**src/rtl/phase_error_monitor.sv**
```systemverilog
// phase_error_monitor: live/average/min/max phase-error statistics with lock detection and loss-of-lock tracking
module phase_error_monitor #(
   parameter int ERR_W       = 8,
   parameter int AVG_LOG2    = 4,
   parameter int LOCK_THRESH = 2,
   parameter int LOCK_COUNT  = 32,
   parameter int CNT_W       = 8
) (
   input  logic                    clk_i,
   input  logic                    reset_i,
   input  logic                    enable_i,
   input  logic                    sample_i,
   input  logic signed [ERR_W-1:0] error_i,
   input  logic                    clear_i,
   input  logic [1:0]              mode_i,
   output logic signed [ERR_W-1:0] value_o,
   output logic                    valid_o,
   output logic                    locked_o,
   output logic                    lock_lost_o,
   output logic [CNT_W-1:0]        loss_count_o
);
   localparam int SW = ERR_W + AVG_LOG2;
   localparam int RW = $clog2(LOCK_COUNT + 1);
   localparam int WW = AVG_LOG2 + 1;
   localparam logic [ERR_W:0] THR = (ERR_W+1)'(LOCK_THRESH);
   typedef enum logic [1:0] {UNLOCKED, ACQUIRE, LOCKED} state_t;
   state_t state_q, state_d;
   logic signed [ERR_W-1:0] live_q, live_d, avg_q, avg_d, min_q, min_d, max_q, max_d;
   logic live_v_q, live_v_d, avg_v_q, avg_v_d, mm_v_q, mm_v_d, lost_q, lost_d;
   logic signed [SW-1:0] sum_q, sum_d, sum_nx;
   logic [WW-1:0] win_q, win_d;
   logic [RW-1:0] run_q, run_d;
   logic [CNT_W-1:0] loss_q, loss_d;
   logic [ERR_W:0] err_x, err_abs;
   logic acc, win_full, in_band;
   assign acc = sample_i & enable_i & ~clear_i;
   assign sum_nx = sum_q + {{AVG_LOG2{error_i[ERR_W-1]}}, error_i};
   assign win_full = win_q == WW'(2**AVG_LOG2 - 1);
   // one extra bit so the most negative error has a representable magnitude
   assign err_x = {error_i[ERR_W-1], error_i};
   assign err_abs = error_i[ERR_W-1] ? ~err_x + 1'b1 : err_x;
   assign in_band = err_abs <= THR;
   always_comb begin
      live_d = live_q;
      live_v_d = live_v_q;
      avg_d = avg_q;
      avg_v_d = avg_v_q;
      min_d = min_q;
      max_d = max_q;
      mm_v_d = mm_v_q;
      sum_d = sum_q;
      win_d = win_q;
      if (clear_i) begin
         live_d = '0;
         live_v_d = 1'b0;
         avg_d = '0;
         avg_v_d = 1'b0;
         min_d = '0;
         max_d = '0;
         mm_v_d = 1'b0;
         sum_d = '0;
         win_d = '0;
      end else if (acc) begin
         live_d = error_i;
         live_v_d = 1'b1;
         sum_d = win_full ? '0 : sum_nx;
         win_d = win_full ? '0 : win_q + 1'b1;
         avg_d = win_full ? sum_nx[SW-1:AVG_LOG2] : avg_q;
         avg_v_d = avg_v_q | win_full;
         min_d = (!mm_v_q || error_i < min_q) ? error_i : min_q;
         max_d = (!mm_v_q || error_i > max_q) ? error_i : max_q;
         mm_v_d = 1'b1;
      end
   end
   always_comb begin
      state_d = state_q;
      run_d = run_q;
      lost_d = lost_q;
      loss_d = loss_q;
      if (clear_i) begin
         lost_d = 1'b0;
         loss_d = '0;
      end else if (acc) begin
         case (state_q)
            UNLOCKED: if (in_band) begin
               run_d = RW'(1);
               state_d = (LOCK_COUNT == 1) ? LOCKED : ACQUIRE;
            end
            ACQUIRE: if (in_band) begin
               run_d = run_q + 1'b1;
               state_d = (run_q + 1'b1 == RW'(LOCK_COUNT)) ? LOCKED : ACQUIRE;
            end else begin
               run_d = '0;
               state_d = UNLOCKED;
            end
            LOCKED: if (!in_band) begin
               run_d = '0;
               state_d = UNLOCKED;
               lost_d = 1'b1;
               loss_d = &loss_q ? loss_q : loss_q + 1'b1;
            end
            default: state_d = UNLOCKED;
         endcase
      end
   end
   always_ff @(posedge clk_i) begin
      if (reset_i) begin
         state_q <= UNLOCKED;
         live_q <= '0;
         live_v_q <= 1'b0;
         avg_q <= '0;
         avg_v_q <= 1'b0;
         min_q <= '0;
         max_q <= '0;
         mm_v_q <= 1'b0;
         sum_q <= '0;
         win_q <= '0;
         run_q <= '0;
         lost_q <= 1'b0;
         loss_q <= '0;
      end else begin
         state_q <= state_d;
         live_q <= live_d;
         live_v_q <= live_v_d;
         avg_q <= avg_d;
         avg_v_q <= avg_v_d;
         min_q <= min_d;
         max_q <= max_d;
         mm_v_q <= mm_v_d;
         sum_q <= sum_d;
         win_q <= win_d;
         run_q <= run_d;
         lost_q <= lost_d;
         loss_q <= loss_d;
      end
   end
   assign value_o = (mode_i == 2'd0) ? live_q : (mode_i == 2'd1) ? avg_q : (mode_i == 2'd2) ? min_q : max_q;
   assign valid_o = (mode_i == 2'd0) ? live_v_q : (mode_i == 2'd1) ? avg_v_q : mm_v_q;
   assign locked_o = state_q == LOCKED;
   assign lock_lost_o = lost_q;
   assign loss_count_o = loss_q;
endmodule
```
**config.mk**
```make
export PLATFORM = sky130hd
export DESIGN_NAME = phase_error_monitor
export DESIGN_NICKNAME = d
export VERILOG_FILES = /design/src/rtl/phase_error_monitor.sv
export SDC_FILE = /design/constraint.sdc
export NUM_CORES = 1
export LEC_CHECK = 0
export CELL_PAD_IN_SITES_DETAIL_PLACEMENT = 2
export CELL_PAD_IN_SITES_GLOBAL_PLACEMENT = 2
export CORE_MARGIN = 4
export CORE_UTILIZATION = 36
export CTS_CLUSTER_SIZE = 20
export DETAILED_ROUTE_END_ITERATION = 10
export PLACE_DENSITY_LB_ADDON = 0.1
export SETUP_SLACK_MARGIN = 0.15
export SLEW_MARGIN = 25
export SYNTH_ARGS = -nofsm -noshare
export SYNTH_HDL_FRONTEND = slang
export SYNTH_SLANG_ARGS = --single-unit
```
**constraint.sdc**
```tcl
create_clock -name clk_i -period 2.7 [get_ports clk_i]
set_input_delay 0.54 -clock clk_i [delete_from_list [all_inputs] [get_ports clk_i]]
set_output_delay 0.54 -clock clk_i [all_outputs]
set_load 0.05 [all_outputs]
```
==> impl_metrics.tcl <==
set metrics [dict create \
    status "completed" \
    ys_seq_elements 68 \
    synth_top_cells_by_count "nand2_1 (74), dfxtp_1 (68), a21oi_1 (39)" \
    synth_area_leaders "dfxtp_1 (33%), ha_1 (10%), nand2_1 (6.8%), a21oi_1 (4.7%), mux2i_1 (4.4%)" \
    area_growth_pct 31.3 \
    max_slew.worst_pin.slew_ns 0.518 \
    startpoint "error_i[3]" \
    grt_pass1_wl_mm 25.7 \
    period_needed_ns 2.54 \
    root_buffer "clkbuf_16" \
    syn_inst 489 \
    synth_top_cell_by_area "dfxtp_1" \
    floorplan.rows 38 \
    htree_levels 3 \
    hpwl_mm 11.3 \
    fp.dieH_um 115 \
    critPathLaunchType "input pin" \
    portBuffers 33 \
    rr_worst_depth 10 \
    instances_no_fill 723 \
    power.leakage_nw 2.09 \
    skew_ns 0.00717 \
    hp-class "reg2reg" \
    layout.nets 629 \
    cts_max_path_buffers 2 \
    dp.cells 707 \
    grt.total_usage 0.254 \
    cts.sinks 68 \
    initial_core_util 0.373 \
    relSlewSlack 0.646 \
    grt_overflow 0 \
    core-area_sq_mm 0.0110 \
    timing.final.crit_share 0.941 \
    path_clk_slew_ns 0.05 \
    fmax_ghz 0.393 \
    finalMaxSlewViolations 0 \
    avgSynthCellArea_sq_um 8.41 \
    drt_iter0_drc 282 \
    die_w_um 115 \
    p_total_w 0.00259 \
    vias_per_cell 5.69 \
    reg2reg_to "avg_q[2]" \
    clock_latency_ns 0.35 \
    drt-total-wl_mm 16.0 \
    syn_area_sq_mm 0.00411 \
    drc_errors 0 \
    drtPass1Iterations 4 \
    cts_tree "done" \
    p_per_area_mw_per_mm2 480 \
    ys.flop_type "dfxtp_1" \
    r2r_start "sum_q[0]" \
    die-area_sq_mm 0.0132 \
    crit_path_max_fanout 4 \
    dr_total_vias 4116 \
    post-route-util 0.489 \
    drtAntennaViolNets 0 \
    antenna_found_initial 0 \
    rsz0062_at_grt "true" \
    post_drt_wl_per_cell_um 22.1 \
    worstPathRequired_ns 2.97 \
    ys_warn_count 0 \
    place.gp.congestion 0.787 \
    hold_violations 0 \
    antennaDiodeCount 0 \
    crit_path_end "max_q[1]" \
    synth_edf_count 0 \
    ff2ff_setup_slack_ns 0.41 \
    post-synth-top-count-cell "nand2_1" \
    peakVddDrop_mv 0.393 \
    numCtsBuffers 9 \
    finalSetupViolations 0 \
    seq_area_frac_synth 0.331 \
    synth_cell_types 61 \
    grt_pass1_vias 4679 \
    drive_gt1_frac 0.213 \
    io_pins 34 \
    yosysTopAreaCellShare 0.331 \
    synthArstFlopShare 0 \
    crit_path_end_kind "register" \
    crit_arrival_ns 2.81 \
    grt_max_degree 28 \
    maxCapViolations 0 \
    syn-num-nets 539 \
    worst-setup-path-type "in2reg" \
]
cell usage in the layout (no fill, tap or decap), types with 6 or more instances in the layout:
master           Yosys  final
clkdlybuf4s50_1      0     17
nor3_1               8      7
xnor2_1              6      6
nand4_1             10     10
nor2_1              36     33
clkbuf_16            0      9
ha_1                34     31
inv_1               31     31
o21a_1               8      8
mux4_2               8      8
or3_1                6      6
o31ai_1              9      9
dfxtp_1             68     68
o21ai_0             12      9
mux2i_1             18     18
nand3_1             20     20
a21oi_1             39     37
nand2_1             74     74
buf_4                0     73
xor2_1               6      6
how the worst min path moves through the flow:
| stage | start | end | slack, ns | cells after the start |
|---|---|---|---|---|
| floorplan | win_q[4] | win_q[4] | 0.41 | 2 |
| global placement | win_q[4] | win_q[4] | 0.42 | 2 |
| detailed placement | win_q[4] | win_q[4] | 0.45 | 2 |
| CTS | win_q[4] | win_q[4] | 0.46 | 2 |
| global route | live_q[5] | live_q[5] | 0.49 | 2 |
| finish | win_q[4] | win_q[4] | 0.45 | 2 |
layer usage:
layer / vias to the layer above / part of all wire / track usage
met1: 2090 / 0.41 / 0.284
li1: 1939 / - / -
met3: 23 / 0.029 / 0.0537
met4: 0 / 0.019 / 0.0806
met5: - / 0 / 0
met2: 64 / 0.54 / 0.476
registers in the layout, summed over array words and instances (netlist names), 2 cells and up:
name / cells
avg_q: 8
win_q: 5
sum_q: 12
live_q: 8
run_q: 6
state_q: 2
loss_count_o: 8
min_q: 8
max_q: 8
cell families (layout without fill, tap and decap cells):
logic type | Yosys count | in the layout | share of synthesized area
AO/OA/AOI/OAI | 115 | 115 | 0.190
XOR/XNOR | 12 | 12 | 0.0256
adder cells (fa/ha/maj) | 35 | 35 | 0.108
buffers and inverters | 50 | 144 | 0.0475
flip-flops | 68 | 68 | 0.331
multiplexers | 27 | 27 | 0.0904
AND/OR/NAND/NOR | 182 | 182 | 0.208
worst max-delay path: stages:
cell             delay (ns)
clkdlybuf4s50_1        0.55
buf_4                  0.23
ha_1                   0.31
and4_1                 0.23
nand4_1                0.14
a21oi_2                0.08
nor2_2                 0.17
o41a_1                 0.31
mux2i_1                0.24
through the flow:
step	setup slack, ns	cell area [sq um]	setup TNS, ns	hold slack, ns
2_1_floorplan	0.365	4110	0	0.410
3_3_place_gp	-0.239	5010	-3.64	0.419
3_5_place_dp	-0.331	5010	-7.28	0.450
4_1_cts	0.150	5340	0	0.459
5_1_grt	0.128	5400	0	0.488
6_report	0.158	5400	0	0.448
power breakdown:
part,switching [W],total (W),internal (W)
Combinational,0.000195,0.000338,0.000143
Sequential,0.00000808,0.00102,0.00101
Clock,0.000447,0.00123,0.000786
Total,0.000650,0.00259,0.00194
final cells by class:
class / instances / area, sq um
clock inverters: 1 / 30.0
inverters: 31 / 116
flip-flops and latches: 68 / 1360
well taps: 140 / 175
multi-input cells: 371 / 2640
fillers: 1190 / 5630
repair buffers: 98 / 807
clock buffers: 14 / 274
what timing repair did:
action                     CTS  global route
setup buffers                0             1
pin swaps                    3             4
gates resized for setup     15            15
hold buffers                 0             0
setup endpoints to repair   28            23
Note: power is estimated with default switching activity, not from simulation.
